## config.mk

```make
export PLATFORM = sky130hd
export DESIGN_NAME = fetch_unit
export DESIGN_NICKNAME = d
export VERILOG_FILES = /design/src/rtl/fetch_unit.sv
export SDC_FILE = /design/constraint.sdc
export NUM_CORES = 1
export LEC_CHECK = 0
export BUFFER_PORTS_ARGS = -buffer_cell sky130_fd_sc_hd__buf_4
export CAP_MARGIN = 20
export CORE_MARGIN = 4
export CORE_UTILIZATION = 46
export DETAILED_ROUTE_END_ITERATION = 10
export PLACE_DENSITY = 0.82
export SETUP_SLACK_MARGIN = 0.3
export SLEW_MARGIN = 20
export SYNTH_ARGS = -nofsm -noshare
export SYNTH_HDL_FRONTEND = slang
export SYNTH_SLANG_ARGS = --single-unit
```

## constraint.sdc

```tcl
create_clock -name clk -period 1.9 [get_ports clk]
set_input_delay 0.095 -clock clk [delete_from_list [all_inputs] [get_ports clk]]
set_output_delay 0.095 -clock clk [all_outputs]
set_load 0.05 [all_outputs]
```

## src/rtl/fetch_unit.sv

```systemverilog
// fetch_unit: instruction-fetch stage feeding the F/D pipeline register.
// Owns the PC, requests words from instruction memory and holds one
// fetched word until decode accepts it.
//
// Ports:
//   clk, reset          clock and synchronous active-high reset
//   stall               decode cannot accept the presented word
//   redirect_valid/     taken branch/jump and its target PC
//   redirect_target
//   halt                stop issuing requests once the buffer drains
//   imem_req/addr       fetch request and word address (the PC)
//   imem_ready/rdata    memory completion and returned instruction
//   pc_value_next       PC+4 of the presented instruction
//   next_instruction    word presented to the F/D register
//   flush               F/D register must load a bubble this cycle
//   halted              fetch is parked in the halt state
//   fetch_count         number of words accepted by decode
module fetch_unit #(
    parameter logic [31:0] RESET_PC  = 32'h0000_0000,
    parameter logic [31:0] NOP_INSTR = 32'h2000_0000
) (
    input  logic        clk,
    input  logic        reset,
    input  logic        stall,
    input  logic        redirect_valid,
    input  logic [31:0] redirect_target,
    input  logic        halt,
    output logic        imem_req,
    output logic [31:0] imem_addr,
    input  logic        imem_ready,
    input  logic [31:0] imem_rdata,
    output logic [31:0] pc_value_next,
    output logic [31:0] next_instruction,
    output logic        flush,
    output logic        halted,
    output logic [31:0] fetch_count
);

    typedef enum logic [1:0] {
        S_INIT  = 2'd0,
        S_FETCH = 2'd1,
        S_HALT  = 2'd2
    } state_t;

    state_t      state_q, state_d;
    logic [31:0] pc_q, pc_d;
    logic        buf_valid_q, buf_valid_d;
    logic [31:0] buf_instr_q, buf_instr_d;
    logic [31:0] buf_pcnext_q, buf_pcnext_d;
    logic [31:0] fetch_count_q, fetch_count_d;

    logic        req;
    logic        fill;
    logic        consume;
    logic [31:0] pc_plus4;
    logic [31:0] target_aligned;

    assign pc_plus4       = pc_q + 32'd4;
    assign target_aligned = redirect_target & ~32'h3;

    // A request is only made when the buffer is free or will be freed
    // this cycle; reset masks it so a stale state cannot start a fetch.
    always_comb begin
        req     = (state_q == S_FETCH) && !redirect_valid && !halt
                  && (!buf_valid_q || !stall) && !reset;
        fill    = req && imem_ready;
        consume = buf_valid_q && !stall && !redirect_valid;
    end

    assign imem_req         = req;
    assign imem_addr        = pc_q;
    assign next_instruction = buf_valid_q ? buf_instr_q : NOP_INSTR;
    assign pc_value_next    = buf_pcnext_q;
    assign flush            = reset || redirect_valid
                              || (!buf_valid_q && !stall);
    assign halted           = (state_q == S_HALT) && !reset;
    assign fetch_count      = fetch_count_q;

    // Control FSM
    always_comb begin
        state_d = state_q;
        case (state_q)
            S_INIT: begin
                state_d = S_FETCH;
            end
            S_FETCH: begin
                if (!redirect_valid && halt) begin
                    state_d = S_HALT;
                end
            end
            S_HALT: begin
                if (redirect_valid) begin
                    state_d = S_FETCH;
                end
            end
            default: begin
                state_d = S_INIT;
            end
        endcase
    end

    // PC, buffer and delivery counter
    always_comb begin
        pc_d          = pc_q;
        buf_valid_d   = buf_valid_q;
        buf_instr_d   = buf_instr_q;
        buf_pcnext_d  = buf_pcnext_q;
        fetch_count_d = fetch_count_q;

        if (redirect_valid) begin
            pc_d        = target_aligned;
            buf_valid_d = 1'b0;
        end else begin
            if (consume) begin
                fetch_count_d = fetch_count_q + 32'd1;
            end
            // A fill in the same cycle as a consume overwrites the
            // outgoing word, sustaining one instruction per cycle.
            if (fill) begin
                buf_valid_d  = 1'b1;
                buf_instr_d  = imem_rdata;
                buf_pcnext_d = pc_plus4;
                pc_d         = pc_plus4;
            end else if (consume) begin
                buf_valid_d = 1'b0;
            end
        end
    end

    always_ff @(posedge clk) begin
        if (reset) begin
            state_q       <= S_INIT;
            pc_q          <= RESET_PC;
            buf_valid_q   <= 1'b0;
            buf_instr_q   <= NOP_INSTR;
            buf_pcnext_q  <= RESET_PC;
            fetch_count_q <= 32'd0;
        end else begin
            state_q       <= state_d;
            pc_q          <= pc_d;
            buf_valid_q   <= buf_valid_d;
            buf_instr_q   <= buf_instr_d;
            buf_pcnext_q  <= buf_pcnext_d;
            fetch_count_q <= fetch_count_d;
        end
    end

endmodule

```

Yosys cells after proc, flatten, opt, wreduce, memory -nomap -nowiden

Index checks and enable logic that the tools add are counted.

Bits in registers: 131
Bits in latches: 0
Memory bits (writable): 0
Memory bits (read-only): 0
Input bits: 70
Output and inout bits: 131
Word-level logic and storage cells: 47
Memories: 0

$add $sub $neg: 2
Multiply operators: 0
Divide/modulo/power cells: 0
Magnitude comparators: 0
Equal/unequal tests: 4
Shift-type cells: 0
Multiplexer cells: 8
Bitwise operators: 1
Reductions and logical operators: 25

Operator list:

| kind                  | count |
|---|---|
| $mux 32               | 3 |
| $add 32x1->32 const B | 1 |
| $add 32x3->32 const B | 1 |
| $logic_and 1x1->1     | 10 |
| $pmux 2 s3            | 1 |
| $reduce_and 2->1      | 3 |
| $logic_not 1->1       | 5 |
| $mux 2                | 2 |
| $reduce_bool 2->1     | 2 |
| $logic_or 1x1->1      | 3 |
| $eq 2x1->1 const B    | 1 |
| $eq 2x2->1 const B    | 1 |
| $logic_not 2->1       | 1 |
| $mux 1                | 2 |
| $ne 2x1->1 const B    | 1 |
| $ne 2x2->1 const B    | 1 |
| $reduce_or 2->1       | 1 |
| $not 1->1             | 1 |

Depth between registers and ports, before layout

Word-level depth: 8
Gate-level depth with buffers: 8
Mapped depth without buffers: 6

Worst setup path after synthesis

Ideal clock, no wire load.

Path type: register -> register
Start point: register pc_q[11] (netlist: imem_addr[11])
End point: register buf_pcnext_q[19] (netlist: pc_value_next[19])
Library setup time: 0.091 ns
Data arrival time: 2.211 ns
Required time: 1.809 ns
Path slack: -0.402 ns
Stages on the path, launching flop included: 7
Path buffers: 2
Clock period less this slack: 2.302 ns
Cell sequence: dfxtp_1 > buf_2 > nand4_2 > or4_4 > buf_6 > or3_1 > a311oi_1

Word-level cells in the longest chain between the ends: 1

RTL lines:

| item                     | line | source |
|---|---|---|
| start: declaration       | 46   | `logic [31:0] pc_q, pc_d;` |
| start signal: assignment | 140  | `pc_q <= pc_d;` |
| $add 32x3->32            | 58   | `assign pc_plus4 = pc_q + 32'd4;` |
| end signal: assignment   | 143  | `buf_pcnext_q <= buf_pcnext_d;` |
| end: declaration         | 49   | `logic [31:0] buf_pcnext_q, buf_pcnext_d;` |

No other way between the ends.
A chain may end at the register's enable or synchronous reset.

Worst setup path after layout

Start point: register pc_q[3] (netlist: imem_addr[3])
End point: register pc_q[24] (netlist: imem_addr[24])

Word-level cells in the longest chain between the ends: 3

RTL lines:

| item          | line | source |
|---|---|---|
| $add 32x3->32 | 58   |  |
| $mux 32       | 119  | `if (fill) begin` |
| $mux 32       | 110  | `if (redirect_valid) begin` |

No other way between the ends. The select of a mux whose other input is x is not followed.

==> results.yml <==
routing:
  drt_iter0_drc: 644
  firstDrtPassIters: 7
  drt-vias-per-instance: 5.57
  wl_per_cell_microns: 19.6
  vias: 6768
  antenna_left: 0
  drc: 0
  wl_microns: 23800
die:
  start_util: 0.468
  fp.dieW_microns: 121
  fp.coreArea_sq_mm: 0.0126
  rows: 41
  io_pins: 201
  die_area_sq_mm: 0.0147
  die_h_microns: 121
synthesis:
  synth_top_area_share: 0.432
  syn_area_per_cell_sq_um: 8.09
  ys.flop_type: "dfxtp_1"
  synthCells: 728
  synth_top_cells_by_count: "dfxtp_1, nand2_1, nor2_1, a21oi_1, and2_1"
  yosys_warnings: 0
  synth_area_leaders: "dfxtp_1, nand2_1, xnor2_1, nor2_1, a21oi_1"
  syn_area_sq_mm: 0.00589
  ys_seq_area_frac: 0.432
  synth-edff-count: 0
  synth_top_area_cell: "dfxtp_1"
  ys_types: 48
  synth_most_common_cell: "dfxtp_1"
  ys_ff_latch: 127
  async_reset_ff_frac: 0
timing:
  setup_violations: 0
  clock_skew_ns: 0.0100
  whs_ns: 0.00713
  period_needed_ns: 1.80
  fin_crit_sh: 0.949
  slew_headroom: 0.546
  max_slew.worst_pin.slew_ns: 0.681
  clock.fmax_mhz: 555
  slew_violations: 0
  setup_slack_ns: 0.0975
  rsz0062_at_grt: "yes"
  hold_viol: 0
cts:
  worstSkewPairLatency_ns: 0.43
  cts_tree: "yes"
  numCtsBuffers: 17
  cts-root-buf: "clkbuf_16"
  path_clk_slew_ns: 0.06
  htreeDepth: 4
  clockBufferDepth: 2
  cts_num_sinks: 127
critical_path:
  crit_fanout: 7
  worstReg2RegStart: "imem_addr[3]"
  critPathKind: "register to register"
  crit_required_ns: 2.17
  r2r_cells: 7
  r2r_end: "imem_addr[24]"
  ff2ff_setup_slack_ns: 0.1
  worstSetupEndpointType: "register"
  cp-endpoint: "imem_addr[24]"
  crit_start: "imem_addr[3]"
  startpoint_type: "register"
  worst_ep_arrival_time_ns: 2.07
placed_design:
  place_area_sq_mm: 0.00786
  dp_hpwl_microns: 12200
  place_congestion: 0.852
  place_ws_ns: 0.102
  io_buffers: 194
  placedCellCount: 1066
run_status:
  status: "finished, final reports clean"
power_and_ir_drop:
  pwr-share-seq: 0.382
  switching_share: 0.249
  combPwrFrac: 0.126
  ir_drop_mv: 0.688
  cellPowerDensity_mw_per_mm2: 718
  leakage_nw: 4.17
  switchingPower_mw: 1.81
  p_int_mw: 5.46
  clock_power_share: 0.491
final_layout:
  fin_area_sq_mm: 0.0101
  nFillCells: 731
  final_nets: 1101
  drive_above_1_share: 0.425
  areaGrowthSynthToFinish_pct: 72.2
  final-instance-count-excl-fill: 1215
min_path:
  min_path_type: "primary input to register"
  whs_path_depth: 3
global_routing:
  grt_pass1_vias: 6256
  grt_first_pass_wirelength_microns: 32800
  grt_max_degree: 127
  grtUsageTotal: 0.281
  antenna_found_initial: 0
  overflow: 0
job:
  max_cap_viol_count: 0
[routing by layer]
layer	global-route usage	vias to the layer above	wire length (microns)
met3	0.0760	88	1970
li1	-	3111	-
met5	0	-	0
met1	0.331	3219	9070
met4	0.128	0	1040
met2	0.477	350	11700
[worst max-delay path, stage by stage (launching register included)]
cell,delay (ns)
dfxtp_4,0.37
buf_6,0.10
ha_4,0.13
nand3_4,0.10
or2_4,0.31
o31a_1,0.30
o21ai_2,0.21
o21ai_1,0.13
[cell families after synthesis]
family | count (synthesis) | share of synthesized area
xor+xnor | 61 | 0.0908
other cells | 1 | 0.000637
buf+inv | 65 | 0.0474
mux | 1 | 0.00170
simple gates | 334 | 0.281
compound gates | 137 | 0.142
flops | 127 | 0.432
fa+ha+maj | 2 | 0.00425
[metrics by stage]
step                 util  setup TNS [ns]  total power [mW]
floorplan               -         -0.0470              3.26
global placement    0.625               0              3.52
detailed placement  0.625               0              3.53
CTS                 0.755               0              7.21
global route        0.806         -0.0154              7.46
finish              0.806               0              7.27
[layout make-up]
| cell class | instances | area (sq um) | share of cell area |
|---|---|---|---|
| diodes | 1 | 2.50 | 0.000247 |
| flip-flops and latches | 127 | 2690 | 0.265 |
| clock inverters | 5 | 52.6 | 0.00518 |
| inverters | 11 | 41.3 | 0.00407 |
| multi-input cells | 539 | 3600 | 0.355 |
| well taps | 172 | 215 | 0.0212 |
| clock buffers | 27 | 621 | 0.0612 |
| repair buffers | 333 | 2910 | 0.287 |
[how the worst min path moves through the flow]
| stage | endpoint | from |
|---|---|---|
| floorplan | state_q[0] | halt |
| global placement | buf_instr_q[29] | imem_rdata[29] |
| detailed placement | buf_instr_q[29] | imem_rdata[29] |
| CTS | imem_addr[9] | redirect_target[9] |
| global route | imem_addr[9] | redirect_target[9] |
| finish | imem_addr[15] | redirect_target[15] |
[placed cells by master (no fill, tap or decap), types with 5 or more instances in the layout]
cell type      Yosys  final
xnor2_1           37     36
dfxtp_4            0     33
and3_1             9      7
a21oi_1           57     53
nand4_1           16     16
o21ai_0           17     10
and4_4             0      5
dfxtp_1          127     76
nor2_2             0      5
and2_1            40     36
buf_6              1     19
nand3_1           22     18
dfxtp_2            0     18
dlygate4sd3_1      0     53
inv_1             10     10
o22ai_1            6      6
buf_4              4    245
nor4_4             0      6
or3_1             10      9
nor2_4             0      5
clkbuf_16          0     26
a211oi_1          32     28
xor2_1            24     22
nor2_1            82     72
o21ai_1            1      6
nand2_1           99     97
and4_1            10      5
buf_12             0      7
nor3_2             2      8
a31oi_1            8      8
nor3_4             0     10
[sequential cells by signal (all words and copies together), names as in the netlist]
register and count:
buf_valid_q 1, buf_instr_q 32, pc_value_next 30, state_q 2
imem_addr 30, fetch_count 32
[timing repair]
| action | 4_1_cts | 5_1_grt |
|---|---|---|
| resized for setup | 30 | 90 |
| hold buffers | 53 | 0 |
| pin swaps | 14 | 62 |
| hold endpoints to repair | 53 | 0 |
| gates cloned | 2 | 5 |
| buffers inserted | 29 | 27 |
| endpoints found under the setup margin | 90 | 97 |
[power groups by stage]
stage               Combinational, mW  Clock, mW  Sequential (mW)
floorplan                       0.266          0             3.00
global placement                0.681          0             2.84
detailed placement              0.689          0             2.84
CTS                             0.835       3.59             2.78
global route                    0.963       3.71             2.79
finish                          0.919       3.57             2.78
No activity file was read; power rests on OpenSTA's default activity.
